**src/rtl/pid_controller.sv**
```systemverilog
// Discrete-time PID controller, one update per clock, two-stage pipeline.
// Ports: clk, reset_n (async low), sensor_measurment, setpoint,
//   Kp/Ki/Kd (signed Q8.8 gains), y_out (saturated signed output).
module pid_controller #(
   parameter int W       = 16,
   parameter int MAX_VAL = 32767,
   parameter int MIN_VAL = -32768
) (
   input  logic         clk,
   input  logic         reset_n,
   input  logic [W-1:0] sensor_measurment,
   input  logic [W-1:0] setpoint,
   input  logic [W-1:0] Kp,
   input  logic [W-1:0] Ki,
   input  logic [W-1:0] Kd,
   output logic [W-1:0] y_out
);

   localparam int AW = 2*W+2;

   localparam logic signed [W:0]    MAX1 = (W+1)'(MAX_VAL);
   localparam logic signed [W:0]    MIN1 = (W+1)'(MIN_VAL);
   localparam logic signed [AW-1:0] MAXA = AW'(MAX_VAL);
   localparam logic signed [AW-1:0] MINA = AW'(MIN_VAL);
   localparam logic signed [W-1:0]  MAXW = W'(MAX_VAL);
   localparam logic signed [W-1:0]  MINW = W'(MIN_VAL);

   function automatic logic signed [W-1:0] sat1(
      input logic signed [W:0] v
   );
      if (v > MAX1)
         return MAXW;
      else if (v < MIN1)
         return MINW;
      else
         return v[W-1:0];
   endfunction

   function automatic logic signed [W-1:0] sata(
      input logic signed [AW-1:0] v
   );
      if (v > MAXA)
         return MAXW;
      else if (v < MINA)
         return MINW;
      else
         return v[W-1:0];
   endfunction

   logic signed [W-1:0]    r_e;
   logic signed [W-1:0]    r_d;
   logic signed [W-1:0]    r_i;
   logic signed [W-1:0]    r_y;

   logic signed [W:0]      w_err_raw;
   logic signed [W-1:0]    w_err;
   logic signed [W:0]      w_d_raw;
   logic signed [W:0]      w_i_raw;
   logic signed [2*W-1:0]  w_pp;
   logic signed [2*W-1:0]  w_pi;
   logic signed [2*W-1:0]  w_pd;
   logic signed [AW-1:0]   w_acc;
   logic signed [AW-1:0]   w_sh;

   // Stage 1: error and its running sum / difference, all in W+1 bits.
   assign w_err_raw = $signed({setpoint[W-1], setpoint})
                    - $signed({sensor_measurment[W-1],
                               sensor_measurment});
   assign w_err     = sat1(w_err_raw);
   assign w_d_raw   = $signed({w_err[W-1], w_err})
                    - $signed({r_e[W-1], r_e});
   assign w_i_raw   = $signed({r_i[W-1], r_i})
                    + $signed({w_err[W-1], w_err});

   // Stage 2: gains enter unregistered; 2 guard bits make the sum exact.
   assign w_pp  = $signed(Kp) * r_e;
   assign w_pi  = $signed(Ki) * r_i;
   assign w_pd  = $signed(Kd) * r_d;
   assign w_acc = $signed({{2{w_pp[2*W-1]}}, w_pp})
                + $signed({{2{w_pi[2*W-1]}}, w_pi})
                + $signed({{2{w_pd[2*W-1]}}, w_pd});
   // Arithmetic shift floors toward minus infinity.
   assign w_sh  = w_acc >>> 8;

   always_ff @(posedge clk or negedge reset_n) begin
      if (!reset_n) begin
         r_e <= '0;
         r_d <= '0;
         r_i <= '0;
         r_y <= '0;
      end else begin
         r_e <= w_err;
         r_d <= sat1(w_d_raw);
         r_i <= sat1(w_i_raw);
         r_y <= sata(w_sh);
      end
   end

   assign y_out = r_y;

endmodule

```
**config.mk**
```make
export PLATFORM = sky130hd
export DESIGN_NAME = pid_controller
export DESIGN_NICKNAME = d
export VERILOG_FILES = /design/src/rtl/pid_controller.sv
export SDC_FILE = /design/constraint.sdc
export NUM_CORES = 2
export LEC_CHECK = 0
export ABC_CLOCK_PERIOD_IN_PS = 8700
export BUFFER_PORTS_ARGS = -buffer_cell sky130_fd_sc_hd__buf_2
export CORE_MARGIN = 3
export CORE_UTILIZATION = 25
export CTS_BUF_LIST = sky130_fd_sc_hd__clkbuf_16
export CTS_CLUSTER_DIAMETER = 40
export DETAILED_ROUTE_END_ITERATION = 8
export SYNTH_ARGS = -nofsm -noshare
export SYNTH_HDL_FRONTEND = slang
export SYNTH_SLANG_ARGS = --single-unit
export TNS_END_PERCENT = 20
```
**constraint.sdc**
```tcl
create_clock -name clk -period 8.7 [get_ports clk]
set_input_delay 0.87 -clock clk [delete_from_list [all_inputs] [get_ports clk]]
set_output_delay 0.87 -clock clk [all_outputs]
set_load 0.05 [all_outputs]
```
# After elaboration in Yosys (flattened, before gate mapping)
# Cells that the tools add are included.
# totals
register_bits,64
in_bits,82
out_inout_bits,16
elab_cells,28
# op_classes
n_addsub,5
mul,3
order_cmp,8
n_mux,8
# ops
operator,n
2-to-1 mux 16 bit,8
multiplier 16 x 16 -> 32 bit,3
"> comparator 17 x 16 -> 1 bit, second input constant",3
"< comparator 17 x 16 -> 1 bit, second input constant",3
adder 33 x 32 -> 34 bit,1
subtractor 16 x 16 -> 17 bit,2
adder 32 x 32 -> 33 bit,1
"> comparator 26 x 16 -> 1 bit, second input constant",1
"< comparator 26 x 16 -> 1 bit, second input constant",1
adder 16 x 16 -> 17 bit,1

# Longest topological paths before layout
# logic_depth
word_depth,8
ltp_mapped,33
ltp_nobuf,30

# Least setup slack after synthesis
# Ideal clock, no wire load.
# synth_path
path_type,input to register
start,input port Kp[15]
end,register r_y[10] (netlist: y_out[10])
setup_ps,122
arrival_ps,8592
t_required_ps,8578
setup_slack_ps,-14
stages,29
n_path_buf,2
path_cell_list,clkbuf_1 and2_1 fa_1 inv_1 fa_1 fa_1 inv_1 fa_1 inv_1 fa_1 inv_1 fa_1 fa_1 inv_1 fa_1 fa_1 inv_1 ha_1 a21o_1 a21oi_1 nor2_1 a311oi_1 o311ai_0 a21oi_1 mux2i_1 nor4_1 a41o_1 buf_4 o21ai_2
# synth_between
elab_chain_len,6
elab_cells_between_ends,7
classes_between,add/sub: 2; mul: 1; order compare: 2; mux: 2
# synth_lines
item,line_no,rtl
from (decl),13,"input logic [W-1:0] Kp,"
multiplier 16 x 16 -> 32 bit (*),76,assign w_pp = $signed(Kp) * r_e;
adder 32 x 32 -> 33 bit (*),80,"+ $signed({{2{w_pi[2*W-1]}}, w_pi})"
adder 33 x 32 -> 34 bit (*),81,"+ $signed({{2{w_pd[2*W-1]}}, w_pd});"
< comparator 26 x 16 -> 1 bit,44,else if (v < MINA)
2-to-1 mux 16 bit,44,
2-to-1 mux 16 bit (*),42,if (v > MAXA)
to (signal assigned),95,r_y <= sata(w_sh);
to (decl),53,logic signed [W-1:0] r_y;
# Mark *: on every way between the ends. The rest lies on a longest branch, timed or not.

# Worst setup path in the final report
# layout_path
start,input port Kp[5]
end,register r_y[6] (netlist: y_out[6])
# The elaborated chain is that of the path after synthesis.

==> summary.md <==
| Metric | Value |
|---|---|
| Most used cell, CP | `fa_1` |
| CP Depth | `27` |
| Adder-cell share of the synthesized area | `0.625` |
| CTS clk-pin slew, worst paths | `around 0.060 ns` |
| Yosys reg bits | `64` |
| Final Instance Area | `0.0399 sq mm` |
| Final period utilization | `0.978` |
| Vias in the first global route | `26,369` |
| # rows | `136` |
| Sequential Area | `around 0.0016 sq mm` |
| Fmax | `about 0.12 GHz` |
| Met1 usage | `0.186` |
| DRT iter0 DRCs | `approximately 1,500` |
| Vias/cell | `between 4 and 5` |
| Busiest grt layer | `met2` |
| CTS buffer count | `9` |
| Startpoint types | `input pin` |
| Ys Warns | `0` |
| Met2 Track Usage GR | `0.234` |
| Fin. max-slew vios | `0` |
| Num ports | `98` |
| Synth cell types | `63` |
| Fillers | `between 10,000 and 15,000` |
| First-pass GRT wire length | `around 150,000 um` |
| XOR/XNOR share of the synthesized area | `0.0191` |
| GRT Total Usage | `0.140` |
| CP max stage delay | `around 0.57 ns` |
| Root Driver | `clkbuf_16` |
| Worst-margin pin slew | `1.02 ns` |
| Synth Flop Type | `dfrtp_1` |
| DR pass1 iterations | `5` |
| Post-cts hold buffer count | `0` |
| Worst Path Required | `roughly 9 ns` |
| Worst-path fanout max | `7` |
| Skew-Pair Late Insertion Delay | `approximately 0.4 ns` |
| Status | `complete, no violations` |
| Post-synthesis net count | `~5,000` |
| Buffers added on ports | `97` |
| Initial Util | `0.253` |
| DR DRC count | `0` |
| Arrival time at the worst endpoint | `roughly 9 ns` |
| Main combinational cell family by area after synthesis | `adder cells` |
| Setup CP Type | `input pin to flop` |
| Post-synthesis compound-gate area fraction | `0.0438` |
| Slowest-stage cell, CP | `o41a_4` |
| Layout Area Growth over Synthesis | `14.4%` |
| Final Skew | `~0.021 ns` |
| CTS sink cnt | `64` |
| Mean Syn Cell Area | `roughly 9.5 sq um` |
| Multi-input logic area | `slightly below 0.03 sq mm` |
| Core area | `0.138 sq mm` |
| Share of cells above drive strength 1 | `0.117` |
| Largest net degree at the start of global routing | `65` |
| Max-cap viol count | `0` |
| CP Buf/Inv Count | `7` |
| DRT Wirelength | `96,100 um` |
| Worst Setup End Kind | `flop` |
| Most common cell after layout, fill and taps aside | `inv_1` |
| Clock Path Buffers | `2` |
| DR vias | `approximately 24,000` |
| Commonest non-fill, non-tap cells in the layout | `inv_1, fa_1, and2_1` |
| Async SR Flop Fraction | `1.00` |
| H-tree depth | `3` |
| Fin cells | `~5,700` |
| Worst hold-check path type | `input pin to async pin` |
| Worst slew margin | `0.319` |
| Die height | `between 300 and 400 um` |
| Final setup viols | `0` |
| Post-Synthesis Cell Area | `around 0.035 sq mm` |
| Total gr overflow | `0` |
| Detailed placement HPWL | `roughly 87,000 um` |
| Area fraction in and, or, nand and nor cells after synthesis | `0.138` |
| Placed cells | `5,668` |
| Antenna violations before repair | `14` |
| Drt wl/cell | `16.9 um` |
| Final Hold Viols | `0` |
| Die area | `between 0.1 and 0.15 sq mm` |
| Nets@finish | `approximately 5,200` |
| Placed Area | `roughly 0.039 sq mm` |
| Mux cell area share after synthesis | `0.00115` |
| Post-synthesis sequential area ratio | `0.0460` |
| Die width | `379 um` |
| Grt met3 use | `0.0262` |
| Worst path top cell family by delay | `adder cells` |
| DRT antenna net count | `0` |
| CTS tree | `yes` |
| R2R depth | `27` |
| Minimum clock period | `approximately 8.5 ns` |
| Routability cong. | `just under 0.9` |
| RSZ-0062 raised after global routing | `true` |
| Synth Instances | `about 3,700` |
| EDFF count, synth | `0` |
worst reg2reg max path: cells and delay by family, from the launching register on:
family                   cells  cell delay [ns]
buffers and inverters        7             0.73
XOR/XNOR                     1             0.13
AO/OA/AOI/OAI                6             1.65
AND/OR/NAND/NOR              3             0.55
adder cells (fa/ha/maj)     10             4.88
flip-flops                   1             0.46
cell families after synthesis:
family                   after synthesis
AND/OR/NAND/NOR                      938
adder cells (fa/ha/maj)             1179
buffers and inverters               1179
AO/OA/AOI/OAI                        219
multiplexers                           4
XOR/XNOR                              76
flip-flops                            64
routing by layer:
| layer | vias to the layer above | routed length [um] |
|---|---|---|
| li1 | 10959 | - |
| met1 | 12605 | 40700 |
| met2 | 582 | 46700 |
| met3 | 100 | 6070 |
| met4 | 10 | 2520 |
| met5 | - | 140 |
path summary, 6_finish.rpt:
path                                       from  endpoint  slack [ns]
min in group clk           sensor_measurment[0]    r_e[0]        0.95
hold / removal                          reset_n  y_out[7]        0.61
max in group asynchronous               reset_n   r_i[15]        7.29
setup reg to reg                         r_e[4]  y_out[6]        0.19
hold reg to reg                          r_i[3]    r_i[3]        1.00
setup / recovery                          Kp[5]  y_out[6]        0.19
repair_timing:
| action | in CTS | in global routing |
|---|---|---|
| gates resized for setup | 12 | 99 |
| pin swaps | 4 | 60 |
| cloned | 1 | 1 |
| hold endpoints to repair | 0 | 0 |
| setup endpoints to repair | 15 | 15 |
| setup buffers | 2 | 10 |
metrics by stage:
stage | setup slack, ns | TNS, ns | utilization | hold WS [ns]
after floorplan | 0.0116 | 0 | - | 0.574
after global placement | -0.390 | -5.36 | 0.283 | 1.03
after detailed placement | -0.439 | -6.06 | 0.283 | 1.03
after CTS | 0.0281 | 0 | 0.286 | 0.642
after global routing | -0.0272 | -0.254 | 0.289 | 0.686
final | 0.188 | 0 | 0.289 | 0.609
state kept, by name, summed over array words and instances, names as in the netlist:
name / flops
y_out: 16
r_d: 16
r_i: 16
r_e: 16
cells in the mapped netlist (10+ instances only):
cell type / count / share of area
ha_1: 245 / 0.088
dfrtp_1: 64 / 0.046
nand2_1: 359 / 0.039
o21ai_0: 38 / 0.0055
xnor2_1: 53 / 0.013
clkbuf_1: 104 / 0.011
nor2_1: 58 / 0.0063
nand3_1: 23 / 0.0033
a21oi_1: 48 / 0.0069
o21ai_1: 10 / 0.0014
nand2b_1: 34 / 0.0061
and2_1: 400 / 0.072
o21ai_2: 10 / 0.0025
o21a_1: 30 / 0.0065
a21o_1: 26 / 0.0056
nor2b_1: 13 / 0.0023
xor2_1: 23 / 0.0058
nor3_1: 15 / 0.0022
fa_1: 934 / 0.54
and3_1: 11 / 0.0020
inv_1: 1067 / 0.11
final cells by class:
class / count / share of cell area
antenna: 5 / 0.000314
multi-input combinational: 2417 / 0.732
timing repair buffer: 339 / 0.0629
clock buffer: 9 / 0.00565
clock inverter: 7 / 0.00201
inverter: 1068 / 0.101
sequential: 64 / 0.0406
tap: 1794 / 0.0563
Power is left out: the tool's default activity adds up to more than one toggle a clock period on the data nets, which glitch-free logic cannot reach.
